[src/rtl/voice_allocator.sv]
// voice_allocator: polyphonic voice allocator/scheduler.
// Events arrive one at a time over valid/ready. A linear scan over the voices
// finds a matching voice, the lowest free voice and the oldest gated voice.
// The apply step then gates a voice, releases one, or steals the oldest voice.
// A reused voice is held low for two sample ticks so that its envelope
// restarts on a clean falling/rising gate edge.
module voice_allocator #(
    parameter int NUM_VOICES = 8,
    parameter int NOTE_BITS  = 8,
    parameter int AGE_BITS   = 8
) (
    input  logic                            clk,
    input  logic                            rst,
    input  logic                            sample_clock,
    input  logic                            ev_valid,
    output logic                            ev_ready,
    input  logic                            ev_on,
    input  logic [NOTE_BITS-1:0]            ev_note,
    input  logic                            all_off,
    output logic [NUM_VOICES-1:0]           gate,
    output logic [NUM_VOICES*NOTE_BITS-1:0] note_flat,
    output logic                            stolen
);

    localparam int                  IDX_W    = (NUM_VOICES > 1) ? $clog2(NUM_VOICES) : 1;
    localparam logic [IDX_W-1:0]    LAST_IDX = IDX_W'(NUM_VOICES - 1);
    localparam logic [AGE_BITS-1:0] AGE_MAX  = {AGE_BITS{1'b1}};

    typedef enum logic [1:0] {
        IDLE   = 2'd0,
        SCAN   = 2'd1,
        APPLY  = 2'd2,
        RETRIG = 2'd3
    } state_e;

    state_e state_q, state_d;

    // Per-voice state: packed so the note array maps directly onto note_flat.
    logic [NUM_VOICES-1:0]                gate_q, gate_d;
    logic [NUM_VOICES-1:0][NOTE_BITS-1:0] note_q, note_d;
    logic [NUM_VOICES-1:0][AGE_BITS-1:0]  age_q,  age_d;

    // Captured event and scan results.
    logic                 ev_on_q,     ev_on_d;
    logic [NOTE_BITS-1:0] ev_note_q,   ev_note_d;
    logic [IDX_W-1:0]     idx_q,       idx_d;
    logic                 match_hit_q, match_hit_d;
    logic [IDX_W-1:0]     match_idx_q, match_idx_d;
    logic                 free_hit_q,  free_hit_d;
    logic [IDX_W-1:0]     free_idx_q,  free_idx_d;
    logic                 old_hit_q,   old_hit_d;
    logic [IDX_W-1:0]     old_idx_q,   old_idx_d;
    logic [AGE_BITS-1:0]  old_age_q,   old_age_d;
    logic [IDX_W-1:0]     target_q,    target_d;
    logic                 tick_seen_q, tick_seen_d;
    logic                 stolen_q,    stolen_d;

    // Ready is withheld until the first clock after reset release.
    logic ready_en_q;
    // Registered copy of sample_clock for rising-edge detection.
    logic sc_q;

    logic             tick;
    logic             accept;
    logic             needs_retrig;
    logic [IDX_W-1:0] apply_tgt;

    assign tick   = sample_clock & ~sc_q;
    assign accept = ev_valid & ev_ready;

    // Target priority for a note-on: matching voice, then free voice, then oldest.
    assign apply_tgt    = match_hit_q ? match_idx_q : (free_hit_q ? free_idx_q : old_idx_q);
    // A note-on that does not land on a free voice has to restart its envelope.
    assign needs_retrig = ev_on_q & (match_hit_q | ~free_hit_q);

    // State register.
    always_ff @(posedge clk) begin
        // NOTE: sequential state uses non-blocking <= so every register updates from pre-edge values.
        if (!rst) begin
            state_q <= IDLE;
        end else begin
            state_q <= state_d;
        end
    end

    // Next-state logic; a panic aborts whatever event is in flight.
    always_comb begin
        state_d = state_q;
        unique case (state_q)
            IDLE:    if (accept) state_d = SCAN;
            SCAN:    if (idx_q == LAST_IDX) state_d = APPLY;
            APPLY:   state_d = needs_retrig ? RETRIG : IDLE;
            RETRIG:  if (tick && tick_seen_q) state_d = IDLE;
            default: state_d = IDLE;
        endcase
        if (all_off) begin
            state_d = IDLE;
        end
    end

    // Outputs: ready only when idle, out of reset and not in a panic.
    always_comb begin
        ev_ready  = ready_en_q && (state_q == IDLE) && !all_off;
        gate      = gate_q;
        note_flat = note_q;
        stolen    = stolen_q;
    end

    // Datapath next-state: event capture, voice scan, apply and retrigger.
    always_comb begin
        // NOTE: every _d gets its hold value first, so no path leaves one unassigned and no latch is inferred.
        gate_d      = gate_q;
        note_d      = note_q;
        age_d       = age_q;
        ev_on_d     = ev_on_q;
        ev_note_d   = ev_note_q;
        idx_d       = idx_q;
        match_hit_d = match_hit_q;
        match_idx_d = match_idx_q;
        free_hit_d  = free_hit_q;
        free_idx_d  = free_idx_q;
        old_hit_d   = old_hit_q;
        old_idx_d   = old_idx_q;
        old_age_d   = old_age_q;
        target_d    = target_q;
        tick_seen_d = tick_seen_q;
        stolen_d    = 1'b0;

        unique case (state_q)
            IDLE: begin
                if (accept) begin
                    ev_on_d     = ev_on;
                    ev_note_d   = ev_note;
                    idx_d       = '0;
                    match_hit_d = 1'b0;
                    free_hit_d  = 1'b0;
                    old_hit_d   = 1'b0;
                    old_age_d   = '0;
                end
            end

            SCAN: begin
                // First hit wins for match/free; strict '>' keeps the lowest index on an age tie.
                if (gate_q[idx_q] && (note_q[idx_q] == ev_note_q) && !match_hit_q) begin
                    match_hit_d = 1'b1;
                    match_idx_d = idx_q;
                end
                if (!gate_q[idx_q] && !free_hit_q) begin
                    free_hit_d = 1'b1;
                    free_idx_d = idx_q;
                end
                if (gate_q[idx_q] && (!old_hit_q || (age_q[idx_q] > old_age_q))) begin
                    old_hit_d = 1'b1;
                    old_idx_d = idx_q;
                    old_age_d = age_q[idx_q];
                end
                if (idx_q != LAST_IDX) begin
                    idx_d = idx_q + IDX_W'(1);
                end
            end

            APPLY: begin
                if (ev_on_q) begin
                    target_d    = apply_tgt;
                    tick_seen_d = 1'b0;
                    for (int i = 0; i < NUM_VOICES; i++) begin
                        if (IDX_W'(i) == apply_tgt) begin
                            age_d[i] = '0;
                        end else if (gate_q[i] && (age_q[i] != AGE_MAX)) begin
                            age_d[i] = age_q[i] + AGE_BITS'(1);
                        end
                    end
                    if (match_hit_q) begin
                        gate_d[apply_tgt] = 1'b0;
                    end else if (free_hit_q) begin
                        gate_d[apply_tgt] = 1'b1;
                        note_d[apply_tgt] = ev_note_q;
                    end else begin
                        gate_d[apply_tgt] = 1'b0;
                        note_d[apply_tgt] = ev_note_q;
                        stolen_d          = 1'b1;
                    end
                end else if (match_hit_q) begin
                    gate_d[match_idx_q] = 1'b0;
                end
            end

            RETRIG: begin
                // The first tick only arms; the second re-gates the voice.
                if (tick) begin
                    if (tick_seen_q) begin
                        gate_d[target_q] = 1'b1;
                    end else begin
                        tick_seen_d = 1'b1;
                    end
                end
            end

            default: ;
        endcase

        // Panic: release everything, keep the last notes, drop the event.
        if (all_off) begin
            gate_d   = '0;
            age_d    = '0;
            note_d   = note_q;
            stolen_d = 1'b0;
        end
    end

    // Datapath registers.
    always_ff @(posedge clk) begin
        if (!rst) begin
            // NOTE: per-voice notes and ages drive outputs and feed the scan, so they are reset, unlike a RAM.
            gate_q      <= '0;
            note_q      <= '0;
            age_q       <= '0;
            ev_on_q     <= 1'b0;
            ev_note_q   <= '0;
            idx_q       <= '0;
            match_hit_q <= 1'b0;
            match_idx_q <= '0;
            free_hit_q  <= 1'b0;
            free_idx_q  <= '0;
            old_hit_q   <= 1'b0;
            old_idx_q   <= '0;
            old_age_q   <= '0;
            target_q    <= '0;
            tick_seen_q <= 1'b0;
            stolen_q    <= 1'b0;
            ready_en_q  <= 1'b0;
            sc_q        <= 1'b0;
        end else begin
            gate_q      <= gate_d;
            note_q      <= note_d;
            age_q       <= age_d;
            ev_on_q     <= ev_on_d;
            ev_note_q   <= ev_note_d;
            idx_q       <= idx_d;
            match_hit_q <= match_hit_d;
            match_idx_q <= match_idx_d;
            free_hit_q  <= free_hit_d;
            free_idx_q  <= free_idx_d;
            old_hit_q   <= old_hit_d;
            old_idx_q   <= old_idx_d;
            old_age_q   <= old_age_d;
            target_q    <= target_d;
            tick_seen_q <= tick_seen_d;
            stolen_q    <= stolen_d;
            ready_en_q  <= 1'b1;
            sc_q        <= sample_clock;
        end
    end

endmodule

[config.mk]
export PLATFORM = sky130hd
export DESIGN_NAME = voice_allocator
export DESIGN_NICKNAME = d
export VERILOG_FILES = /design/src/rtl/voice_allocator.sv
export SDC_FILE = /design/constraint.sdc
export NUM_CORES = 1
export LEC_CHECK = 0
export CORE_ASPECT_RATIO = 0.8
export CORE_UTILIZATION = 38
export DETAILED_ROUTE_END_ITERATION = 12
export HOLD_SLACK_MARGIN = 0.15
export SYNTH_ARGS = -nofsm -noshare
export SYNTH_HDL_FRONTEND = slang
export SYNTH_SLANG_ARGS = --single-unit
export TNS_END_PERCENT = 1
[constraint.sdc]
create_clock -name clk -period 10.7 [get_ports clk]
set_input_delay 1.605 -clock clk [delete_from_list [all_inputs] [get_ports clk]]
set_output_delay 1.605 -clock clk [all_outputs]
set_load 0.02 [all_outputs]
==> results of run 1 <==
synthesized netlist by cell type (24+ instances only):
library cell	count	share of area
mux2i_1	104	0.11
nand3_1	35	0.019
nand4_1	24	0.016
xor2_1	41	0.039
nand2_1	93	0.038
nor2_1	73	0.030
a21oi_1	42	0.023
nor2b_1	72	0.049
o21ai_0	33	0.018
a21boi_0	27	0.022
clkbuf_1	32	0.013
dfxtp_1	177	0.39
state kept, by name (all words and copies together), names as in the netlist, named ones only:
| name | cells |
|---|---|
| match_hit_q | 1 |
| note_flat | 64 |
| tick_seen_q | 1 |
| old_age_q | 8 |
| target_q | 3 |
| ev_on_q | 1 |
| idx_q | 3 |
| age_q | 64 |
| old_hit_q | 1 |
| match_idx_q | 3 |
| free_hit_q | 1 |
| sc_q | 1 |
| ready_en_q | 1 |
| stolen | 1 |
| old_idx_q | 3 |
| free_idx_q | 3 |
| state_q | 2 |
| ev_note_q | 8 |
cells by family (layout without fill, tap and decap cells):
logic type      after synthesis  in the layout  share of synthesized area
compound gates              170            170                      0.123
buf+inv                      69            143                     0.0339
simple gates                372            372                      0.206
flops                       177            177                      0.385
fa+ha+maj                    18             18                     0.0245
mux                         137            137                      0.185
xor+xnor                     45             45                     0.0429
metal layers:
metal  up-vias  track usage
li1       3652            -
met1      3650        0.341
met2       228        0.301
met3        23       0.0396
met4         0       0.0540
met5         -            0
critical path, delay by kind of cell:
family | cells | cell delay [ps]
and+or+nand+nor | 1 | 430
buffers and inverters | 2 | 1140
final timing paths:
path | slack [ps] | endpoint | cells after the start
max | 5920 | ev_ready | 3
min | 500 | tick_seen_q | 2
max reg2reg | 6850 | old_age_q[2] | 11
min reg2reg | 500 | tick_seen_q | 2
layout make-up:
type / count / area [sq um] / share of cell area
well taps: 312 / 390 / 0.0360
multi-input cells: 742 / 5340 / 0.493
inverters: 16 / 60.1 / 0.00554
clock inverters: 14 / 133 / 0.0122
clock buffers: 18 / 439 / 0.0405
repair buffers: 95 / 926 / 0.0855
flip-flops and latches: 177 / 3550 / 0.327
metrics by stage:
stage / std cells / cell area [sq um] / utilization / power (mW) / worst slack, ps
global placement: 1342 / 10300 / 0.435 / 0.718 / 5960
global route: 1374 / 10800 / 0.459 / 1.36 / 5820
floorplan: 988 / 9200 / - / 0.703 / 6630
finish: 1374 / 10800 / 0.459 / 1.32 / 5920
CTS: 1374 / 10800 / 0.459 / 1.33 / 5900
detailed placement: 1342 / 10300 / 0.435 / 0.718 / 5920
report_power, final:
group,internal (mW),switching (mW),leakage (nW)
logic,0.0154,0.0227,1.99
registers,0.660,0.00421,1.43
clock network,0.330,0.287,0.274
==> summary.txt, run 1 <==
Synth
  • Mapped Area: between 9000 and 10,000 sq um
  • Syn. warnings: 0
  • Synthesized net count: between 1,000 and 1,500
  • Synth unique cells: 62
  • Post-Syn Area per Cell: 9.31 sq um
  • Async set-or-reset flop fraction in the synthesized netlist: 0
  • Main synth FF type: dfxtp_1
  • Post-synth EDFFs: 0
  • Synthesized flop and latch total: approximately 180
  • Sequential share of the synthesized area: 0.385
  • Mapped Cells: 988

Power and ir drop
  • Pwr/cell area: 122 nW/um^2
  • Leakage Power: 3.69 nW
  • Peak supply drop: 0.111 mV

CTS
  • Clk_lat worst skew: 440 ps
  • Root Buffer: clkbuf_16
  • Clk sinks: around 180
  • Post-CTS Resized: 0
  • Clk buf depth: 2
  • Clock transition at the registers of the reported paths: 60 ps
  • Setup bufs post-CTS: 0
  • # hold bufs at CTS: 0
  • CTS tree: built
  • # H-tree levels: 4
  • Total CTS buffers: 17

Timing
  • Worst-margin pin slew: 1020 ps
  • Final setup TNS: 0 ps
  • Final hold vios: 0
  • Setup-failing EPs final: 0
  • RSZ-0062 raised after global routing: false
  • Fin crit share: 0.447
  • Rel. slew slack: 0.311
  • Clock skew: between 9 and 10 ps
  • Max frequency: 209 MHz
  • Clock period minus worst slack: 4780 ps
  • Worst hold slack: 498 ps
  • Slew Limit Fails: 0

Global route
  • Initial antenna violation count: 0
  • GRT Total Usage: 0.218
  • First-pass GRT wire length: 41,100 microns
  • Vias in the first global route: approximately 6,900
  • Total grt overflow: 0
  • Largest net degree at the start of global routing: 106

Finish
  • Area delta synth->final: 17.8%
  • Diode count: 0
  • Fillers: 2,276
  • Layout cells sized above 1: 0.0838
  • Final #Nets: 1,081
  • Most common cell after layout, fill and taps aside: dfxtp_1
  • Most frequent cells in the layout: dfxtp_1, mux2i_1, nand2_1

Run status
  • Status: completed

Place
  • Dpl hpwl: 18,300 microns
  • I/O Buffers: 87
  • GPL Wtd Cong: 0.898

Drt
  • Metal-1 WL: 13,500 microns
  • WL/cell: 19.1 microns
  • DRT iter0 DRCs: approximately 760
  • Metal3 WL: 1650 microns
  • Pre-Repair DR Iteration Count: 5
  • DR DRC count: 0
  • Final wirelength: 26,200 microns
  • Met2 wire len: 10,700 microns
  • Max Used Layer: met4
  • DR vias/cell: 5.50
  • Routed Antenna Nets: 0
  • Via count: 7,553

Floorplanning
  • Die X: 176 microns
  • Core area: between 20,000 and 25,000 sq um
  • Num ports: 88
  • Die extent in y: approximately 140 microns
  • Starting Density: 0.390
  • Die ar.: 24,800 sq um
  • # rows: 50

Worst setup path
  • CP Capture Type: primary output
  • Crit path launch: all_off
  • FF-to-FF Start: idx_q[1]
  • Setup crit start kind: input port
  • CP Class: input port to primary output
  • Slowest stage delay, CP: 690 ps
  • Worst Path Required: ~9000 ps
  • CP max FO: 4
  • Cell chain of the critical path: clkdlybuf4s50_1, nor4b_1, clkdlybuf4s50_1
  • Most common cell on crit path: clkdlybuf4s50_1
  • Arr. time, crit path: 3180 ps
  • CP max stage cell: clkdlybuf4s50_1

Hold path
  • Worst hold path class: flop to flop
  • Hold_sp: tick_seen_q

Job
  • Max cap viols: 0
Note: power is estimated with default switching activity, not from simulation.
==> inputs of run 2 (changes only) <==
==> constraint.sdc (replaced) <==
create_clock -name clk -period 4.1 [get_ports clk]
set_input_delay 0.615 -clock clk [delete_from_list [all_inputs] [get_ports clk]]
set_output_delay 0.615 -clock clk [all_outputs]
set_load 0.02 [all_outputs]
==> summary.txt, run 2 (same netlist as run 1, synthesis figures left out) <==
Run status
  • Status: completed

Worst setup path
  • CP max stage cell: dfxtp_2
  • Setup crit start kind: flop
  • Buffers & Inverters on Critical Path: 0
  • CP Class: flop to flop
  • Cell chain of the critical path: mux4_2, mux2_2, ha_1, a21o_1, a21oi_1, nor2b_1, o32ai_1, a21oi_2, or3_1, a21boi_0
  • Arr. time, crit path: 3790 ps
  • Worst Path Required: 4460 ps
  • Critical path's top delay family: compound AO/OA/AOI/OAI gates
  • CP max FO: 19
  • Slowest stage delay, CP: 680 ps
  • CP Capture Type: flop

Finish
  • Final Util: 0.462
  • Diode count: 0
  • Most frequent cells in the layout: dfxtp_1, mux2i_1, nand2_1
  • Most common cell after layout, fill and taps aside: dfxtp_1
  • Area delta synth->final: 18.5%
  • Final instance area: roughly 11,000 sq um
  • Layout Cells excl Fill: around 1,400
  • Layout cells sized above 1: 0.0886
  • Final #Nets: between 1,000 and 1,500

Place
  • Pre-CTS setup slack: about 660 ps
  • Dpl hpwl: 19,400 microns
  • Dpl cell area: 10,300 sq um
  • I/O Buffers: 87
  • GPL Wtd Cong: 0.916
  • Placed cells: 1,353

CTS
  • Clk buf depth: 2
  • Setup bufs post-CTS: 0
  • Root Buffer: clkbuf_16
  • # hold bufs at CTS: 0
  • # H-tree levels: 4
  • Clk sinks: 177
  • Clk_lat worst skew: 450 ps
  • CTS tree: built
  • Post-CTS Resized: 0
  • Total CTS buffers: 17
  • Clock transition at the registers of the reported paths: 60 ps

Power and ir drop
  • Total chip power: between 3 and 4 mW
  • Peak supply drop: 0.310 mV
  • Leakage Power: approximately 3.7 nW
  • Pwr/cell area: 315 nW/um^2

Floorplanning
  • Die ar.: 24,800 sq um
  • Starting Density: 0.390
  • # rows: 50
  • Num ports: 88
  • Core area: approximately 24,000 sq um
  • Die X: 176 microns
  • Die extent in y: 141 microns

Timing
  • Fin crit share: 0.835
  • RSZ-0062 raised after global routing: false
  • Clock period minus worst slack: 3430 ps
  • Rel. slew slack: 0.124
  • Slack of the critical path: 675 ps
  • Final hold vios: 0
  • Worst hold slack: 491 ps
  • Clock skew: just over 20 ps
  • Setup-failing EPs final: 0
  • Max frequency: 292 MHz
  • Final setup TNS: 0 ps
  • Slew Limit Fails: 0
  • Worst-margin pin slew: about 1300 ps

Drt
  • DR vias/cell: 5.48
  • DRT iter0 DRCs: 784
  • Routed Antenna Nets: 0
  • Final wirelength: 27,100 microns
  • WL/cell: a little under 20 microns
  • DR DRC count: 0
  • Via count: around 7,600
  • Pre-Repair DR Iteration Count: 5

Global route
  • Initial antenna violation count: 1
  • GRT Total Usage: 0.222
  • Total grt overflow: 0
  • Largest net degree at the start of global routing: 104
  • Vias in the first global route: 6,830
  • First-pass GRT wire length: 41,300 microns

Job
  • Max cap viols: 0

Hold path
  • Worst hold path class: flop to flop
-- run 2: cell types whose count changed in the layout (fill, tap and decap cells not counted) --
cell,delta
buf_4,+11
bufinv_16,+1
clkbuf_1,+4
clkbuf_8,-1
clkinv_2,+1
clkinv_4,-3
clkinvlp_4,+1
inv_6,-4
-- run 2: power by group --
group	switching [mW]	total, mW	internal [mW]
sequential	0.0131	1.74	1.72
clock	0.702	1.59	0.891
combinational	0.0588	0.0998	0.0410
total	0.774	3.43	2.66
-- run 2: worst paths after layout --
| kind | startpoint | end | slack (ps) | cells after the start |
|---|---|---|---|---|
| max | idx_q[0] | old_age_q[5] | 670 | 10 |
| min | tick_seen_q | tick_seen_q | 490 | 2 |
| max reg2reg | idx_q[0] | old_age_q[5] | 670 | 10 |
| min reg2reg | tick_seen_q | tick_seen_q | 490 | 2 |
-- run 2: per-layer routing --
layer / part of all wire / global-route usage / up-vias
met5: 0 / 0 / -
met4: 0.011 / 0.0526 / 0
met3: 0.082 / 0.0577 / 26
met2: 0.40 / 0.298 / 290
met1: 0.50 / 0.343 / 3598
li1: - / - / 3668
-- run 2: area by class of cell --
| type | count | area (sq um) |
|---|---|---|
| Clock buffer | 21 | 440 |
| Tap cell | 312 | 390 |
| Clock inverter | 10 | 114 |
| Multi-Input combinational cell | 742 | 5340 |
| Sequential cell | 177 | 3550 |
| Fill cell | 2248 | 12700 |
| Timing Repair Buffer | 106 | 1010 |
| Inverter | 16 | 60.1 |
-- run 2: worst reg2reg max path, cell delays in order, from the launching register on --
cell and delay, ps:
dfxtp_2 680, mux4_2 560, mux2_2 290, ha_1 290, a21o_1 180, a21oi_1 140, nor2b_1 60, o32ai_1 320
a21oi_2 280, or3_1 380, a21boi_0 160
==> inputs of run 3 (changes only) <==
==> constraint.sdc (replaced) <==
create_clock -name clk -period 3.1 [get_ports clk]
set_input_delay 0.465 -clock clk [delete_from_list [all_inputs] [get_ports clk]]
set_output_delay 0.465 -clock clk [all_outputs]
set_load 0.02 [all_outputs]
==> summary.txt, run 3 (same netlist as run 1, synthesis figures left out) <==
Run status
  • Status: completed

CTS
  • # H-tree levels: 4
  • Clk_lat worst skew: between 400 and 500 ps
  • Clk buf depth: 2
  • Total CTS buffers: 17
  • # hold bufs at CTS: 0
  • Root Buffer: clkbuf_16
  • CTS tree: built
  • Clk sinks: 177
  • Clock transition at the registers of the reported paths: 70 ps

Timing
  • Final hold vios: 0
  • Max frequency: ~340 MHz
  • Clock period minus worst slack: 2980 ps
  • Worst hold slack: around 410 ps
  • Rel. slew slack: 0.243
  • Final setup TNS: 0 ps
  • Setup-failing EPs final: 0
  • RSZ-0062 raised after global routing: true
  • Slack of the critical path: 120 ps
  • Worst-margin pin slew: 1130 ps
  • Fin crit share: 0.961
  • Clock skew: 14.2 ps
  • Slew Limit Fails: 0

Power and ir drop
  • Pwr/cell area: roughly 420 nW/um^2
  • Peak supply drop: 0.371 mV
  • Leakage Power: 4.06 nW
  • Total chip power: 4.81 mW

Worst setup path
  • Setup crit start kind: flop
  • Worst reg2reg endpoint: old_age_q[5]
  • Cells on worst reg2reg path: 12
  • Arr. time, crit path: about 3300 ps
  • Buffers & Inverters on Critical Path: 2
  • Cell chain of the critical path: buf_6, mux4_2, mux2_4, ha_4, a21o_1, a21oi_1, nor2b_1, o32ai_2, buf_4, a21oi_4, or3_1, a21boi_1
  • Slowest stage delay, CP: 500 ps
  • CP Class: flop to flop
  • FF-to-FF Start: idx_q[0]
  • CP max FO: 9
  • R2R setup slack: 120 ps
  • Worst Path Required: 3460 ps
  • CP Capture Type: flop
  • Critical path's top delay family: multiplexers
  • CP max stage cell: mux4_2
  • CP Depth: 12

Global route
  • Vias in the first global route: 7,324
  • Largest net degree at the start of global routing: 56
  • Total grt overflow: 0
  • First-pass GRT wire length: approximately 44,000 microns
  • GRT Total Usage: 0.233
  • Initial antenna violation count: 1

Place
  • I/O Buffers: 87
  • Dpl hpwl: 20,700 microns
  • GPL Wtd Cong: 0.899
  • Pre-CTS setup slack: -92.6 ps

Hold path
  • Hold EP: old_age_q[1]
  • Number of cells on the worst hold path: 2
  • Worst hold path class: input port to flop
  • Hold_sp: rst

Job
  • Max cap viols: 0

Drt
  • DR DRC count: 0
  • Routed Antenna Nets: 0
  • Pre-Repair DR Iteration Count: 5
  • WL/cell: around 20 microns
  • DRT iter0 DRCs: 733
  • DR vias/cell: 5.56
  • Via count: between 7,000 and 8,000
  • Final wirelength: 28,200 microns

Finish
  • Layout cells sized above 1: 0.136
  • Final #Nets: about 1,100
  • Most common cell after layout, fill and taps aside: dfxtp_1
  • Most frequent cells in the layout: dfxtp_1, mux2i_1, nand2_1
  • Area delta synth->final: 24.8%
  • Diode count: 0

Floorplanning
  • # rows: 50
  • Num ports: 88
  • Die extent in y: 141 microns
  • Starting Density: 0.390
  • Die ar.: 24,800 sq um
  • Die X: 176 microns
  • Core area: 23,600 sq um
## run 3: cell count changes in the layout (fill, tap and decap cells not counted), sizes merged
cell | before | now
buf | 20 | 68
inv | 16 | 22
clkinvlp | 4 | 0
clkbuf | 21 | 18
bufinv | 2 | 4
a21oi | 44 | 45
clkinv | 4 | 3
## run 3: timing repair
action / 4_1_cts / 5_1_grt
resized for setup: 2 / 7
setup buffers: 1 / 3
pin swaps: 1 / 3
hold endpoints to repair: 0 / 0
setup endpoints to repair: 12 / 12
gates cloned: 0 / 1
## run 3: power breakdown
part / switching (mW) / internal [mW]
registers: 0.0138 / 2.28
logic: 0.0867 / 0.0652
clock network: 0.997 / 1.37
## run 3: worst max path at each step
stage,start,end,slack [ps]
finish,idx_q[0],old_age_q[5],120
detailed placement,idx_q[0],old_age_q[5],-90
global route,idx_q[0],old_hit_q,-20
global placement,idx_q[0],old_age_q[2],-30
CTS,idx_q[0],old_age_q[5],10
floorplan,idx_q[1],old_age_q[0],50
## run 3: worst reg2reg max path, stage by stage (launching register included)
cell	delay, ps
dfxtp_4	370
buf_6	160
mux4_2	500
mux2_4	300
ha_4	220
a21o_1	170
a21oi_1	140
nor2b_1	70
o32ai_2	240
buf_4	170
a21oi_4	80
or3_1	330
a21boi_1	150
## run 3: per-layer routing
layer / part of all wire / routed length, microns / GRT usage / vias up
met5: 0 / 0 / 0 / -
met4: 0.012 / 340 / 0.0654 / 0
met3: 0.056 / 1580 / 0.0423 / 27
met2: 0.42 / 11900 / 0.326 / 241
met1: 0.51 / 14400 / 0.357 / 3935
li1: - / - / - / 3764
## run 3: per-stage QoR
stage,instance area (sq um),cells,util
2_1_floorplan,9240,988,-
3_3_place_gp,10700,1397,0.455
3_5_place_dp,10700,1397,0.455
4_1_cts,11400,1429,0.484
5_1_grt,11500,1433,0.486
6_report,11500,1433,0.486
## run 3: area by class of cell
type	instances	area, sq um
multi-input cells	743	5410
clock buffers	18	429
well taps	312	390
clock inverters	13	198
flip-flops and latches	177	3550
repair buffers	154	1440
fillers	2248	12100
inverters	16	60.1
